**src/rtl/mips_pkg.sv**
```systemverilog
// Shared MIPS definitions: multu sequencer state encoding and funct codes
// used by decode and the multiply unit.
package mips_pkg;

  typedef enum logic [1:0] {
    S_IDLE = 2'd0,
    S_BUSY = 2'd1,
    S_DONE = 2'd2
  } multu_state_t;

  localparam logic [5:0] F_MULTU = 6'd25;
  localparam logic [5:0] F_MFHI  = 6'd16;
  localparam logic [5:0] F_MFLO  = 6'd18;

endpackage

```
**src/rtl/multu_dp.sv**
```systemverilog
// Radix-2 shift-add multiply datapath with HI/LO commit registers.
// Optional early termination under MULTU_EARLY_TERM_EN.
module multu_dp
  import mips_pkg::*;
#(
  parameter int unsigned WIDTH = 32,
  parameter int unsigned CNT_W = $clog2(WIDTH) + 1
) (
  input  logic             clk,
  input  logic             rst_n,
  input  logic             load,
  input  logic             step,
  input  logic             commit,
  input  logic [WIDTH-1:0] op_a,
  input  logic [WIDTH-1:0] op_b,
  input  logic [CNT_W-1:0] cnt,
  output logic             last_c,
  output logic [WIDTH-1:0] hi,
  output logic [WIDTH-1:0] lo
);

  localparam int unsigned ACC_W = 2 * WIDTH + 1;

  logic [WIDTH-1:0]   mcand;
  logic [WIDTH-1:0]   mplier;
  logic [ACC_W-1:0]   acc;
  logic [ACC_W-1:0]   acc_step;
  logic [WIDTH:0]     acc_sum;
  logic [2*WIDTH-1:0] prod;

  // One iteration: conditional add into the upper half, then shift right.
  always_comb begin
    acc_sum = acc[ACC_W-1:WIDTH];
    if (mplier[0]) begin
      acc_sum = acc[ACC_W-1:WIDTH] + (WIDTH+1)'(mcand);
    end
    acc_step = {acc_sum, acc[WIDTH-1:0]} >> 1;
  end

`ifdef MULTU_EARLY_TERM_EN
  logic [CNT_W-1:0] align_sh;

  // Once the remaining multiplier bits are zero, apply the leftover shifts at once.
  assign align_sh = CNT_W'(WIDTH - 1) - cnt;
  assign last_c   = (cnt == CNT_W'(WIDTH - 1)) || (mplier[WIDTH-1:1] == '0);
  assign prod     = (2*WIDTH)'(acc_step >> align_sh);
`else
  assign last_c   = (cnt == CNT_W'(WIDTH - 1));
  assign prod     = (2*WIDTH)'(acc_step);
`endif

  always_ff @(posedge clk or negedge rst_n) begin
    if (!rst_n) begin
      mcand  <= '0;
      mplier <= '0;
      acc    <= '0;
    end else if (load) begin
      mcand  <= op_a;
      mplier <= op_b;
      acc    <= '0;
    end else if (step) begin
      mplier <= mplier >> 1;
      acc    <= acc_step;
    end
  end

  // HI/LO hold the previous product until the commit edge.
  always_ff @(posedge clk or negedge rst_n) begin
    if (!rst_n) begin
      hi <= '0;
      lo <= '0;
    end else if (commit) begin
      hi <= prod[2*WIDTH-1:WIDTH];
      lo <= prod[WIDTH-1:0];
    end
  end

endmodule

```
**src/rtl/multu_seq_ctl.sv**
```systemverilog
// Sequencing controller for multu: FSM, iteration counter and mfhi/mflo stall.
// Build option MULTU_EARLY_TERM_EN enables early termination in multu_dp.
module multu_seq_ctl
  import mips_pkg::*;
#(
  parameter int unsigned WIDTH = 32,
  parameter int unsigned CNT_W = $clog2(WIDTH) + 1
) (
  input  logic             clk,
  input  logic             rst_n,
  input  logic             start,
  input  logic [WIDTH-1:0] op_a,
  input  logic [WIDTH-1:0] op_b,
  input  logic             rd_hi,
  input  logic             rd_lo,
  output logic             busy,
  output logic             done,
  output logic             stall,
  output logic [WIDTH-1:0] hi,
  output logic [WIDTH-1:0] lo
);

  multu_state_t     state;
  multu_state_t     state_nxt;
  logic [CNT_W-1:0] cnt;
  logic             load;
  logic             step;
  logic             commit;
  logic             last_c;

  always_ff @(posedge clk or negedge rst_n) begin
    if (!rst_n) begin
      state <= S_IDLE;
    end else begin
      state <= state_nxt;
    end
  end

  // Start is only honoured outside BUSY; a busy start is held off by stall.
  always_comb begin
    state_nxt = state;
    unique case (state)
      S_BUSY:  if (last_c) state_nxt = S_DONE;
      default: state_nxt = start ? S_BUSY : S_IDLE;
    endcase
  end

  always_comb begin
    load   = 1'b0;
    step   = 1'b0;
    commit = 1'b0;
    unique case (state)
      S_BUSY: begin
        step   = 1'b1;
        commit = last_c;
      end
      default: load = start;
    endcase
  end

  always_ff @(posedge clk or negedge rst_n) begin
    if (!rst_n) begin
      cnt <= '0;
    end else if (load) begin
      cnt <= '0;
    end else if (step) begin
      cnt <= cnt + CNT_W'(1);
    end
  end

  assign busy  = (state == S_BUSY);
  assign done  = (state == S_DONE);
  assign stall = (rd_hi | rd_lo | start) & busy;

  multu_dp #(
    .WIDTH (WIDTH),
    .CNT_W (CNT_W)
  ) u_dp (
    .clk    (clk),
    .rst_n  (rst_n),
    .load   (load),
    .step   (step),
    .commit (commit),
    .op_a   (op_a),
    .op_b   (op_b),
    .cnt    (cnt),
    .last_c (last_c),
    .hi     (hi),
    .lo     (lo)
  );

endmodule

```
**config.mk**
```make
export PLATFORM = sky130hd
export DESIGN_NAME = multu_seq_ctl
export DESIGN_NICKNAME = d
export VERILOG_FILES = /design/src/rtl/mips_pkg.sv /design/src/rtl/multu_dp.sv /design/src/rtl/multu_seq_ctl.sv
export SDC_FILE = /design/constraint.sdc
export NUM_CORES = 1
export LEC_CHECK = 0
export ABC_AREA = 1
export CAP_MARGIN = 10
export CORE_UTILIZATION = 45
export DETAILED_ROUTE_END_ITERATION = 6
export PLACE_DENSITY = 0.68
export RECOVER_POWER = 25
export SLEW_MARGIN = 20
export SYNTH_ARGS = -nofsm -noshare
export SYNTH_HDL_FRONTEND = slang
export SYNTH_SLANG_ARGS = --single-unit
```
**constraint.sdc**
```tcl
create_clock -name clk -period 5.9 [get_ports clk]
set_input_delay 1.18 -clock clk [delete_from_list [all_inputs] [get_ports clk]]
set_output_delay 1.18 -clock clk [all_outputs]
set_load 0.03 [all_outputs]
```
==> flow_summary.html <==
<table>
<tr><th>Metric</th><th>Value</th></tr>
<tr><th colspan="2">Power and ir drop</th></tr>
<tr><td>Pwr per Cell Area</td><td>630 mW/mm2</td></tr>
<tr><td>Switching power total</td><td>3.82 mW</td></tr>
<tr><td>Share of total power in the clock network</td><td>16.5%</td></tr>
<tr><td>Max IR drop VDD</td><td>0.358 mV</td></tr>
<tr><td>Sequential cell fraction of total power</td><td>28.8%</td></tr>
<tr><td>Leakage dissipation</td><td>6.49 nW</td></tr>
<tr><td>Part of the total power dissipated in combinational logic</td><td>54.7%</td></tr>
<tr><td>Cell Int Power</td><td>4.15 mW</td></tr>
<tr><td>Switching fraction of total power</td><td>47.9%</td></tr>
<tr><th colspan="2">Synth</th></tr>
<tr><td>Most used flip-flop cell after synthesis</td><td>sky130_fd_sc_hd__dfrtp_1</td></tr>
<tr><td>Proportion of synthesized area in mux cells</td><td>0%</td></tr>
<tr><td>Post-synthesis sequential element count</td><td>199</td></tr>
<tr><td>Combinational family with the most area after synthesis</td><td>simple AND/OR/NAND/NOR gates</td></tr>
<tr><td>Number of unique standard cell types used by synthesis</td><td>38</td></tr>
<tr><td>Synthesized cell area</td><td>0.0104 mm2</td></tr>
<tr><td>Xor-xnor portion of the synthesized cell area</td><td>1.18%</td></tr>
<tr><td>Syn Inst Count</td><td>1,355</td></tr>
<tr><td>Area fraction in compound gates after synthesis</td><td>8.79%</td></tr>
<tr><td>Area share of fa/ha/maj cells after synthesis</td><td>4.15%</td></tr>
<tr><td>Net count of the mapped netlist</td><td>1,458</td></tr>
<tr><td>Fraction of the mapped netlist area in simple logic gates</td><td>29.0%</td></tr>
<tr><td>Portion of the post-synthesis area used by sequential elements</td><td>47.7%</td></tr>
<tr><td>Yosys warnings</td><td>0</td></tr>
<tr><td>Number of flops mapped to enable cells by yosys</td><td>0</td></tr>
<tr><td>Fraction of synthesis flops using an asynchronous set or reset pin</td><td>100%</td></tr>
<tr><td>Post-synthesis area per instance</td><td>7.70 um2</td></tr>
<tr><th colspan="2">CTS</th></tr>
<tr><td>Number of gates given a new drive strength after cts</td><td>0</td></tr>
<tr><td>Post-CTS setup buffers</td><td>0</td></tr>
<tr><td>Number of buffers created by CTS</td><td>17</td></tr>
<tr><td>Clock latency reported for the late side of the worst-skew pair</td><td>0.45 ns</td></tr>
<tr><td>Clock sink count</td><td>199</td></tr>
<tr><td>Largest buffer count on any clock path</td><td>2</td></tr>
<tr><td>TritonCTS clock tree</td><td>done</td></tr>
<tr><td>CTS clk-pin slew, worst paths</td><td>0.08 ns</td></tr>
<tr><td>Number of buffers added to fix hold violations after cts</td><td>0</td></tr>
<tr><td>Cell chosen for the clock root</td><td>sky130_fd_sc_hd__clkbuf_16</td></tr>
<tr><td>H-tree depth</td><td>4</td></tr>
<tr><th colspan="2">Critical path</th></tr>
<tr><td>Worst path arrival time</td><td>2.76 ns</td></tr>
<tr><td>WP data required</td><td>4.72 ns</td></tr>
<tr><td>Crit path capture type</td><td>output pin</td></tr>
<tr><td>Kind of start point of the critical path</td><td>input pin</td></tr>
<tr><td>Sequence of cells on the critical path</td><td>dlygate4sd3_1 &gt; inv_2 &gt; a21oi_1 &gt; clkdlybuf4s50_1</td></tr>
<tr><td>Largest stage delay, worst path</td><td>0.70 ns</td></tr>
<tr><td>Worst r2r path cells</td><td>6</td></tr>
<tr><td>Crit-path max FO</td><td>3</td></tr>
<tr><td>Critical Path Slowest Stage Cell</td><td>sky130_fd_sc_hd__clkdlybuf4s50_1</td></tr>
<tr><td>Class of the most critical setup path</td><td>input pin to output pin</td></tr>
<tr><th colspan="2">Timing</th></tr>
<tr><td>Number of hold-slack violations in the final timing report</td><td>0</td></tr>
<tr><td>Total Neg Setup Slack</td><td>0 ns</td></tr>
<tr><td>Number of pins exceeding their max-slew limit in the final report</td><td>54</td></tr>
<tr><td>Maximum clock frequency</td><td>254 MHz</td></tr>
<tr><td>Final cycle utilization of the critical path</td><td>66.7%</td></tr>
<tr><td>Setup Viol. Count Final</td><td>0</td></tr>
<tr><td>Worst hold-check slack</td><td>0.483 ns</td></tr>
<tr><td>Unrepaired setup endpoints after global routing</td><td>no</td></tr>
<tr><td>Final Worst Setup Slack</td><td>1.96 ns</td></tr>
<tr><td>Clk_skew</td><td>0.0157 ns</td></tr>
<tr><td>Normalized max-slew margin</td><td>-92.9%</td></tr>
<tr><td>Final critical-path required period</td><td>3.94 ns</td></tr>
<tr><td>Slew at the pin with the worst max-slew slack</td><td>2.89 ns</td></tr>
<tr><th colspan="2">Status</th></tr>
<tr><td>Result of the run</td><td>finished with violations</td></tr>
<tr><td>Violated checks</td><td>capacitance limit, slew limit</td></tr>
<tr><th colspan="2">Place</th></tr>
<tr><td>Input/output buffers</td><td>135</td></tr>
<tr><td>Placed wire-length estimate</td><td>18,500 um</td></tr>
<tr><td>RePlAce Congestion</td><td>0.896</td></tr>
<tr><td>Worst slack at placement</td><td>2.04 ns</td></tr>
<tr><th colspan="2">Final layout</th></tr>
<tr><td>Share of post-route cells with drive strength above 1</td><td>7.03%</td></tr>
<tr><td>Antenna cells</td><td>0</td></tr>
<tr><td>Final Net Count</td><td>1,570</td></tr>
<tr><td>Layout area overhead</td><td>21.2%</td></tr>
<tr><th colspan="2">Floorplan</th></tr>
<tr><td># IOs</td><td>136</td></tr>
<tr><td>Die Width</td><td>154 um</td></tr>
<tr><td>Area of the die</td><td>0.0238 mm2</td></tr>
<tr><td>Number of placement rows</td><td>55</td></tr>
<tr><td>Total core area</td><td>0.0227 mm2</td></tr>
<tr><td>Initial Utilization</td><td>46.0%</td></tr>
<tr><td>Height of the die</td><td>154 um</td></tr>
<tr><th colspan="2">Global routing</th></tr>
<tr><td>Wire length of the first global-routing pass</td><td>44,300 um</td></tr>
<tr><td>Gr ovfl total</td><td>0</td></tr>
<tr><td>Global Route Usage Sum</td><td>23.6%</td></tr>
<tr><td>Initial antenna violation count</td><td>0</td></tr>
<tr><td>Via count of the first global-routing pass</td><td>8,574</td></tr>
<tr><td>Maximum number of pins on one net before global-route repair</td><td>147</td></tr>
<tr><th colspan="2">Worst hold path</th></tr>
<tr><td>Depth of the worst hold-timing path</td><td>2</td></tr>
<tr><td>Hold crit path type</td><td>flip-flop to flip-flop</td></tr>
<tr><th colspan="2">Detailed routing</th></tr>
<tr><td>Count of unresolved DRC violations after routing</td><td>0</td></tr>
<tr><td>Count of nets left with antenna violations after detail routing</td><td>0</td></tr>
<tr><td>Starting DRC count in detailed routing</td><td>697</td></tr>
<tr><td>Number of vias in the routed layout</td><td>8,812</td></tr>
<tr><td>Total wire length after detailed routing</td><td>26,700 um</td></tr>
<tr><td>Via density per instance</td><td>4.99</td></tr>
<tr><td>Drt pass-1 iters</td><td>5</td></tr>
<tr><td>Wire length per cell after detailed routing</td><td>15.1 um</td></tr>
<tr><th colspan="2">Flow run</th></tr>
<tr><td>Max-capacitance violation count</td><td>1</td></tr>
</table>
==> flip-flops by register name, indices dropped and copies added, names as in the netlist <==
register     flops
u_dp.hi         32
u_dp.lo         32
u_dp.acc        63
cnt              6
u_dp.mplier     32
u_dp.mcand      32
state            2
==> cell families after synthesis <==
kind of cell    after synthesis
fa+ha+maj                    34
compound gates              155
flops                       199
xor+xnor                     14
buf+inv                     240
simple gates                713
==> layout by cell type (no fill, tap or decap), types with 2 or more instances in the layout <==
cell / Yosys / layout
sky130_fd_sc_hd__o211ai_1: 18 / 18
sky130_fd_sc_hd__nand2_2: 15 / 15
sky130_fd_sc_hd__dfrtp_1: 199 / 199
sky130_fd_sc_hd__nand4_1: 3 / 3
sky130_fd_sc_hd__o21bai_1: 3 / 3
sky130_fd_sc_hd__nor2_2: 3 / 3
sky130_fd_sc_hd__clkinv_8: 0 / 3
sky130_fd_sc_hd__o21ai_0: 49 / 49
sky130_fd_sc_hd__or2_2: 16 / 16
sky130_fd_sc_hd__xnor2_1: 9 / 9
sky130_fd_sc_hd__nand3_2: 15 / 14
sky130_fd_sc_hd__inv_4: 1 / 2
sky130_fd_sc_hd__inv_16: 0 / 5
sky130_fd_sc_hd__nand2_1: 518 / 518
sky130_fd_sc_hd__clkbuf_16: 0 / 17
sky130_fd_sc_hd__ha_1: 33 / 33
sky130_fd_sc_hd__xor2_1: 5 / 5
sky130_fd_sc_hd__inv_12: 0 / 5
sky130_fd_sc_hd__nor2_1: 43 / 42
sky130_fd_sc_hd__o21ai_1: 13 / 13
sky130_fd_sc_hd__a21oi_1: 23 / 23
sky130_fd_sc_hd__o221ai_1: 9 / 9
sky130_fd_sc_hd__nor3_1: 6 / 6
sky130_fd_sc_hd__nand3_1: 87 / 87
sky130_fd_sc_hd__clkdlybuf4s50_1: 0 / 133
sky130_fd_sc_hd__buf_4: 4 / 5
sky130_fd_sc_hd__inv_1: 180 / 180
sky130_fd_sc_hd__nor2_4: 1 / 2
sky130_fd_sc_hd__o22ai_1: 37 / 37
sky130_fd_sc_hd__nor4_1: 2 / 2
sky130_fd_sc_hd__inv_2: 10 / 9
==> final cells by class <==
cell class,count,area [um2]
clock buffer,17,425
clock inverter,15,250
fill,2153,10100
inverter,192,726
multi-input combinational,916,4510
sequential,199,4980
tap,285,357
timing repair buffer,141,1400
==> power by group through the flow <==
stage	registers (mW)	clock network [mW]	logic, mW
5_1_grt	2.36	1.39	4.91
3_3_place_gp	2.31	0	4.29
4_1_cts	2.29	1.34	4.39
2_1_floorplan	2.58	0	2.81
3_5_place_dp	2.30	0	4.36
6_report	2.30	1.31	4.36
==> path summary, 6_finish.rpt <==
check | from | slack (ns) | end
min reg2reg | u_dp.hi[14] | 0.48 | u_dp.hi[14]
max in group asynchronous | rst_n | 2.44 | u_dp.acc[58]
max reg2reg | state[0] | 2.83 | cnt[2]
max | start | 1.96 | stall
min in group asynchronous | rst_n | 1.66 | u_dp.mcand[4]
min | u_dp.hi[14] | 0.48 | u_dp.hi[14]
==> stage by stage <==
| stage | util (%) | std cells | instance area (um2) | power [mW] |
|---|---|---|---|---|
| after floorplan | - | 1355 | 10400 | 5.39 |
| after global placement | 52.8 | 1733 | 12000 | 6.60 |
| after detailed placement | 52.8 | 1733 | 12000 | 6.66 |
| after CTS | 55.8 | 1765 | 12700 | 8.02 |
| after global routing | 55.7 | 1765 | 12700 | 8.66 |
| final | 55.7 | 1765 | 12700 | 7.97 |
==> synth_stat cells, drive strengths merged (7+ instances only) <==
library cell | n | area [um2]
buf | 22 | 139
a21oi | 23 | 115
nand2 | 534 | 2050
o21ai | 63 | 319
dfrtp | 199 | 4980
or2 | 16 | 100
nor2 | 47 | 191
clkbuf | 26 | 97.6
nand3 | 102 | 586
o22ai | 37 | 231
xnor2 | 9 | 78.8
o221ai | 9 | 78.8
o211ai | 18 | 135
inv | 191 | 719
ha | 33 | 413
nor3 | 7 | 46.3
==> per-layer routing <==
metal,part of all wire [%],track usage (%),vias up,routed length [um]
li1,-,-,4486,-
met1,50,34.8,4140,13400
met2,45,36.8,170,12000
met3,4.0,3.53,16,1060
met4,0.79,5.00,0,210
met5,0,0,-,0
==> critical path: cells and delay by family <==
family	cells	cell delay [ns]
buffers and inverters	3	1.42
AOI/OAI and AO/OA	1	0.15
(Power assumes the default switching activity.)
